--- src/rtl/chip8_run_ctrl.sv ---
// rtl/chip8_run_ctrl.sv - Chip-8 run-control sequencer: reset/run/load/halt FSM with 60 Hz timer tick.
`timescale 1ns/1ps
module chip8_run_ctrl #(
  parameter int RST_CYCLES  = 16,
  parameter int TICK_DIV    = 200,
  parameter int MAX_RETRY   = 3,
  parameter int CLEAN_TICKS = 60
) (
  input  logic       clk_12k,
  input  logic       reset,
  input  logic       download,
  input  logic       user_reset,
  input  logic       error,
  input  logic       speed_sel,
  output logic       cpu_reset,
  output logic       cpu_run,
  output logic       tick_60,
  output logic [1:0] state,
  output logic [1:0] retry_cnt,
  output logic       halted
);

  localparam int HW = (RST_CYCLES > 1) ? $clog2(RST_CYCLES) : 1;
  localparam int DW = (TICK_DIV > 1) ? $clog2(TICK_DIV) : 1;
  localparam int CW = (CLEAN_TICKS > 1) ? $clog2(CLEAN_TICKS) : 1;

  typedef enum logic [1:0] {
    ST_HOLD = 2'd0,
    ST_RUN  = 2'd1,
    ST_LOAD = 2'd2,
    ST_HALT = 2'd3
  } st_t;

  // Bit order in the synchroniser vectors: 0=download 1=user_reset 2=error 3=speed_sel
  logic [3:0] meta;
  logic [3:0] sync;
  logic [3:0] prev;

  always_ff @(posedge clk_12k) begin
    if (reset) begin
      meta <= '0;
      sync <= '0;
      prev <= '0;
    end else begin
      meta <= {speed_sel, error, user_reset, download};
      sync <= meta;
      prev <= sync;
    end
  end

  logic dl_s, ur_rise, er_rise, sp_chg;
  assign dl_s    = sync[0];
  assign ur_rise = sync[1] & ~prev[1];
  assign er_rise = sync[2] & ~prev[2];
  assign sp_chg  = sync[3] ^ prev[3];

  st_t         st, st_n;
  logic [HW-1:0] hold_cnt, hold_n;
  logic [DW-1:0] tick_div, div_n;
  logic [CW-1:0] clean_cnt, clean_n;
  logic [1:0]    retry_n;
  logic          tick_n;

  always_ff @(posedge clk_12k) begin
    if (reset) begin
      st        <= ST_HOLD;
      hold_cnt  <= '0;
      tick_div  <= '0;
      clean_cnt <= '0;
      retry_cnt <= '0;
      cpu_reset <= 1'b1;
      cpu_run   <= 1'b0;
      tick_60   <= 1'b0;
      halted    <= 1'b0;
    end else begin
      st        <= st_n;
      hold_cnt  <= hold_n;
      tick_div  <= div_n;
      clean_cnt <= clean_n;
      retry_cnt <= retry_n;
      cpu_reset <= (st_n != ST_RUN);
      cpu_run   <= (st_n == ST_RUN);
      tick_60   <= tick_n;
      halted    <= (st_n == ST_HALT);
    end
  end

  assign state = st;

  always_comb begin
    st_n    = st;
    hold_n  = hold_cnt;
    div_n   = tick_div;
    clean_n = clean_cnt;
    retry_n = retry_cnt;
    tick_n  = 1'b0;
    case (st)
      ST_HOLD: begin
        if (dl_s) begin
          st_n = ST_LOAD;
        end else if (ur_rise) begin
          hold_n = '0;
        end else if (hold_cnt == HW'(RST_CYCLES - 1)) begin
          st_n   = ST_RUN;
          hold_n = '0;
          div_n  = '0;
        end else begin
          hold_n = hold_cnt + 1'b1;
        end
      end
      ST_RUN: begin
        if (dl_s) begin
          st_n = ST_LOAD;
        end else if (ur_rise) begin
          st_n    = ST_HOLD;
          retry_n = '0;
        end else if (er_rise) begin
          if (retry_cnt < 2'(MAX_RETRY)) begin
            retry_n = retry_cnt + 1'b1;
            st_n    = ST_HOLD;
          end else begin
            st_n = ST_HALT;
          end
        end else if (sp_chg) begin
          st_n = ST_HOLD;
        end
        // Leaving RUN suppresses a tick that would land on the same edge
        if (st_n != ST_RUN) begin
          div_n   = '0;
          clean_n = '0;
          hold_n  = '0;
        end else if (tick_div == DW'(TICK_DIV - 1)) begin
          div_n  = '0;
          tick_n = 1'b1;
          if (clean_cnt == CW'(CLEAN_TICKS - 1)) begin
            clean_n = '0;
            retry_n = '0;
          end else begin
            clean_n = clean_cnt + 1'b1;
          end
        end else begin
          div_n = tick_div + 1'b1;
        end
      end
      ST_LOAD: begin
        if (!dl_s) begin
          st_n    = ST_HOLD;
          hold_n  = '0;
          retry_n = '0;
          clean_n = '0;
        end
      end
      ST_HALT: begin
        if (dl_s) begin
          st_n = ST_LOAD;
        end else if (ur_rise) begin
          st_n    = ST_HOLD;
          hold_n  = '0;
          retry_n = '0;
        end
      end
      default: st_n = ST_HOLD;
    endcase
  end

endmodule
--- config.mk ---
export PLATFORM = sky130hd
export DESIGN_NAME = chip8_run_ctrl
export DESIGN_NICKNAME = d
export VERILOG_FILES = /design/src/rtl/chip8_run_ctrl.sv
export SDC_FILE = /design/constraint.sdc
export NUM_CORES = 1
export LEC_CHECK = 0
export ABC_AREA = 0
export CORE_MARGIN = 3
export CORE_UTILIZATION = 55
export CTS_BUF_LIST = sky130_fd_sc_hd__clkbuf_2 sky130_fd_sc_hd__clkbuf_4 sky130_fd_sc_hd__clkbuf_8
export DETAILED_ROUTE_END_ITERATION = 10
export HOLD_SLACK_MARGIN = 0.15
export PLACE_DENSITY = 0.73
export SYNTH_ARGS = -nofsm -noshare
export SYNTH_HDL_FRONTEND = slang
export SYNTH_SLANG_ARGS = --single-unit
--- constraint.sdc ---
create_clock -name clk_12k -period 4.4 [get_ports clk_12k]
set_clock_uncertainty 0.1 [all_clocks]
set_input_delay 0.88 -clock clk_12k [delete_from_list [all_inputs] [get_ports clk_12k]]
set_output_delay 0.88 -clock clk_12k [all_outputs]
set_load 0.05 [all_outputs]
==> results.ini, run 1 <==
[status]
status=finished, final reports clean

[floorplan]
die_h_um=61.9
initial_core_util_pct=60.2
die_area_um2=3830
io_pins=14
core_um2=2850
fp-row-count=19
die_x_um=61.9

[timing]
finalSetupViolCount=0
post-route-min-period_ns=2.82
rsz0062_at_grt=no
fmax_mhz=355
worst_pin_slew_ns=0.761
finalMaxSlewViolations=0
relSlewSlack_pct=49.2
hold_viol=0
finalCritPeriodShare_pct=64.0
finalSetupTns_ns=0

[detailed_routing]
drtAntennaViolNets=0
drcViolationCount=0
avgRoutedWirePerCell_um=14.5
via_count=1404
via_per_inst=6.10
drt_iter0_markers=113
dr.pass1.iters=4
wl_mm=3.34

[clocking]
cts_hold_buf=0
postCtsSetupRepairBufs=0
clk_path_buf_depth=2
cts_sinks=37
clk_latency_ns=0.34
cts-buffers-inserted=5
ctsResizeCount=0
cts_max_level=2
clk_pin_slew_ns=0.12
cts_tree=built
cts_root_buffer=clkbuf_4

[global_routing]
grt_pass1_vias=1336
grt_antenna_before_repair=0
grt_max_degree=32
grt_pass1_wl_mm=5.73
grtUsageTotal_pct=20.3
globalRouteOverflowTotal=0

[worst_setup_path]
path_depth=1
worstPathCellList=clkdlybuf4s50_1
endpoint=state[1]
crit_fanout=13
slowest_stage=clkdlybuf4s50_1
path_delay_family=buffers and inverters
rr_worst_depth=4
required_ns=3.42
rrSetupSlack_ns=1.96
reg2reg_from=state[0]
cp.arrival_ns=1.84
r2r_end=clean_cnt[2]
max_stage_delay_ns=0.89
endpoint_kind=primary output
crit_type=flip-flop to primary output
startpoint=state[1]
critPathLaunchType=flip-flop
crit_buf_inv=1

[placed_design]
port-buffer-count=13
gp_congestion=0.778
hpwl_mm=2.38

[synthesis]
synth_edf_count=0
synthCells=185
ys_ff_latch=37
synth_ff_type=dfxtp_1
yosysWarnings=0
async_flop_share_pct=0
syn_nets=194
synth_cell_types=53
syn-mean-instance-area_um2=9.28
syn_area_um2=1720
yosysSeqAreaShare_pct=43.1

[min_path]
worstHoldStart=meta[0]
hold_path.class=flip-flop to flip-flop

[cells_and_area]
n_antenna_cell=0
layout-drive-gt1-share_pct=10.6
final_core_utilization_pct=68.2
synthToLayoutAreaGrowth_pct=13.4
fin_nets=207

[run]
cap_violations=0

[power]
p_per_area_nw_per_um2=331
ir_drop_v=0.000230
p_total_mw=0.645
p_leak_nw=0.762

## per-stage QoR
stage	hold slack (ns)	setup WS (ns)	instances	cell area [um^2]
3_5_place_dp	0.326	1.84	222	1860
4_1_cts	0.352	1.57	230	1950
2_1_floorplan	0.314	2.42	185	1720
5_1_grt	0.367	1.51	230	1950
6_report	0.348	1.58	230	1950
3_3_place_gp	0.319	1.88	222	1860
## layer usage
metal  up-vias  GRT usage [%]  share of wire [%]
li1        697              -                  -
met1       668           22.9                 43
met2        31           35.3                 51
met3         8           7.64                4.3
met4         0           6.67                1.3
met5         -              0                  0
## registers in the layout, summed over array words and instances (netlist names), 2 cells and up
register,count
hold_cnt,4
clean_cnt,6
meta,4
tick_div,8
retry_cnt,2
sync,4
state,2
prev,3
## cell type report
class / count / area, um^2
multi-input combinational: 136 / 926
fill: 239 / 906
sequential: 37 / 741
timing repair buffer: 14 / 138
clock buffer: 7 / 58.8
tap: 31 / 38.8
clock inverter: 1 / 30.0
inverter: 4 / 15.0
## power breakdown
group | switching (mW) | internal (mW)
clock | 0.112 | 0.142
combinational | 0.0235 | 0.0196
sequential | 0.00622 | 0.342
total | 0.142 | 0.503
## synthesized netlist by cell type, drive strengths merged, types with 3 or more instances
cell type / number / area [um^2]
nor2: 18 / 67.6
nand4: 4 / 25.0
dfxtp: 37 / 741
buf: 5 / 23.8
ha: 3 / 37.5
nand2: 7 / 26.3
o2bb2ai: 3 / 26.3
a21o: 3 / 22.5
nand2b: 3 / 18.8
nor2b: 18 / 123
nor4: 3 / 40.0
o21ai: 5 / 25.0
clkbuf: 3 / 11.3
and3: 6 / 37.5
inv: 4 / 15.0
nor3: 8 / 40.0
a21oi: 9 / 48.8
xor2: 3 / 26.3
nand3: 9 / 50.1
o22ai: 3 / 18.8
## layout by cell type, fill, tap and decap left out, types with 2 or more instances in the layout
cell / Yosys / final
nor3_1: 8 / 8
inv_1: 4 / 4
a221o_1: 2 / 2
clkbuf_4: 0 / 6
a22o_1: 2 / 2
clkdlybuf4s50_1: 0 / 13
mux2_2: 2 / 2
o21ai_0: 5 / 5
nor2_1: 18 / 18
nand2b_1: 3 / 3
nand3_1: 8 / 8
xor2_1: 3 / 3
nor3b_1: 2 / 2
nand2_1: 7 / 7
ha_1: 3 / 3
a21oi_1: 8 / 8
and3_1: 6 / 6
o21a_1: 2 / 2
o2bb2ai_1: 3 / 3
nand4_1: 4 / 4
dfxtp_1: 37 / 37
nor2b_1: 16 / 16
o22ai_1: 3 / 3
a21o_1: 3 / 3
## worst min path at each step
| stage | end | slack, ns | depth (start not counted) |
|---|---|---|---|
| global placement | sync[3] | 0.32 | 1 |
| CTS | sync[3] | 0.35 | 1 |
| global route | sync[3] | 0.37 | 1 |
| detailed placement | sync[3] | 0.33 | 1 |
| finish | sync[0] | 0.35 | 1 |
| floorplan | sync[0] | 0.31 | 1 |
## cells by family (layout without fill, tap and decap cells)
family,Yosys count,after routing,synth area share [%]
AOI/OAI and AO/OA,40,40,16.9
xor gates and xnor gates,4,4,2.04
adders and majority gates,3,3,2.19
buffers and inverters,12,26,2.91
DFF,37,37,43.1
muxes,3,3,1.89
and+or+nand+nor,86,86,30.9
(Power assumes the default switching activity.)
==> run 2: changes to the inputs <==
==> constraint.sdc (replaced) <==
create_clock -name clk_12k -period 2.9 [get_ports clk_12k]
set_clock_uncertainty 0.1 [all_clocks]
set_input_delay 0.58 -clock clk_12k [delete_from_list [all_inputs] [get_ports clk_12k]]
set_output_delay 0.58 -clock clk_12k [all_outputs]
set_load 0.05 [all_outputs]
==> results.ini, run 2 (synthesis gave the netlist of run 1 again) <==
[worst_setup_path]
required_ns=2.22
cp.arrival_ns=1.85
reg2reg_from=tick_div[0]
startpoint=state[1]
endpoint_kind=primary output
worstPathCellList=clkdlybuf4s50_1
crit_type=flip-flop to primary output
slowest_stage=clkdlybuf4s50_1
max_stage_delay_ns=0.91
path_delay_family=buffers and inverters
critPathLaunchType=flip-flop
crit_fanout=13
crit_buf_inv=1

[floorplan]
io_pins=14
fp-row-count=19
core_um2=2850
die_area_um2=3830
initial_core_util_pct=60.2
die_h_um=61.9
die_x_um=61.9

[timing]
post-route-min-period_ns=2.53
fmax_mhz=395
relSlewSlack_pct=62.9
rsz0062_at_grt=no
finalSetupTns_ns=0
finalSetupViolCount=0
worst_pin_slew_ns=0.552
hold_viol=0
finalCritPeriodShare_pct=87.3
finalMaxSlewViolations=0

[power]
power.share.clock_pct=39.0
p_sw_mw=0.220
power_frac_comb_pct=6.7
p_total_mw=0.973
ir_drop_v=0.000403
seq_power_share_pct=54.3
swShare_pct=22.6
p_leak_nw=0.763
p_per_area_nw_per_um2=498
internal_power_mw=0.753

[detailed_routing]
via_per_inst=5.96
via_count=1377
avgRoutedWirePerCell_um=14.5
drcViolationCount=0
drtAntennaViolNets=0
drt_iter0_markers=137
wl_mm=3.34
dr.pass1.iters=4

[cells_and_area]
layout.cells.non_filler=231
fill_cells=239
top_register=tick_div
mostFrequentLayoutCell=dfxtp_1
n_antenna_cell=0
reg_top3=tick_div x8, clean_cnt x6
layout_common_cells=dfxtp_1 (37), nor2_1 (18), nor2b_1 (16), clkdlybuf4s50_1 (13)
design_area_um2=1950
fin_nets=208
synthToLayoutAreaGrowth_pct=13.8
largest_reg_flops=8
layout-drive-gt1-share_pct=11.0

[global_routing]
globalRouteOverflowTotal=0
grt_max_degree=32
grt_pass1_vias=1225
grt_antenna_before_repair=0
grtUsageTotal_pct=20.2
grt_pass1_wl_mm=5.57

[clocking]
cts_max_level=2
cts-buffers-inserted=5
postCtsSetupRepairBufs=0
clk_pin_slew_ns=0.12
clk_path_buf_depth=2
cts_root_buffer=clkbuf_4
cts_hold_buf=0
cts_tree=built
cts_sinks=37
clk_latency_ns=0.35
ctsResizeCount=0

[placed_design]
placed_area_um2=1870
port-buffer-count=13
placed_cells=223
hpwl_mm=2.30
gp_congestion=0.876

[run]
cap_violations=0

[min_path]
hold_path.class=flip-flop to flip-flop
worstHoldStart=meta[1]

[status]
status=finished, final reports clean

run 2: final timing paths:
path / to / slack, ns / depth (start not counted)
setup / recovery: state[1] / 0.37 / 1
hold / removal: sync[1] / 0.35 / 1
setup reg to reg: clean_cnt[2] / 0.87 / 6
hold reg to reg: sync[1] / 0.35 / 1
run 2: area by class of cell:
cell class,instances,area (um^2),area share [%]
multi-input combinational,136,926,47.4
sequential,37,741,37.9
timing repair buffer,15,145,7.43
clock buffer,6,51.3,2.62
tap,31,38.8,1.98
clock inverter,2,37.5,1.92
inverter,4,15.0,0.768
run 2: power by group through the flow:
stage          Combinational (mW)  Clock (mW)  Sequential, mW
2_1_floorplan              0.0479           0           0.537
3_3_place_gp               0.0629           0           0.539
3_5_place_dp               0.0643           0           0.540
4_1_cts                    0.0651       0.388           0.528
5_1_grt                    0.0724       0.411           0.530
6_report                   0.0653       0.379           0.528
run 2: per-stage QoR:
step	worst slack (ns)	util [%]	hold slack, ns
2_1_floorplan	0.922	-	0.314
3_3_place_gp	0.755	65.4	0.318
3_5_place_dp	0.751	65.4	0.320
4_1_cts	0.358	68.5	0.347
5_1_grt	0.295	68.5	0.361
6_report	0.367	68.5	0.346
run 2: layer usage:
metal | share of wire [%] | vias up | track usage, %
met2 | 46 | 21 | 31.2
met4 | 1.4 | 0 | 6.36
met5 | 0 | - | 0
met3 | 3.6 | 5 | 7.44
li1 | - | 699 | -
met1 | 49 | 652 | 26.4
run 2: worst reg2reg max path: cells and delay by family (launching register included):
family          cells  cell delay [ns]
compound gates      2             0.66
fa+ha+maj           1             0.26
flops               1             0.41
simple gates        3             0.52
==> run 3: changes to the inputs <==
--- a/config.mk
+++ b/config.mk
@@ -12,6 +12,7 @@
 export DETAILED_ROUTE_END_ITERATION = 10
 export HOLD_SLACK_MARGIN = 0.15
 export PLACE_DENSITY = 0.73
+export SLEW_MARGIN = 20
 export SYNTH_ARGS = -nofsm -noshare
 export SYNTH_HDL_FRONTEND = slang
 export SYNTH_SLANG_ARGS = --single-unit
==> results of run 3 <==
No change in the layout: final DEF, timing and power equal those of run 2.
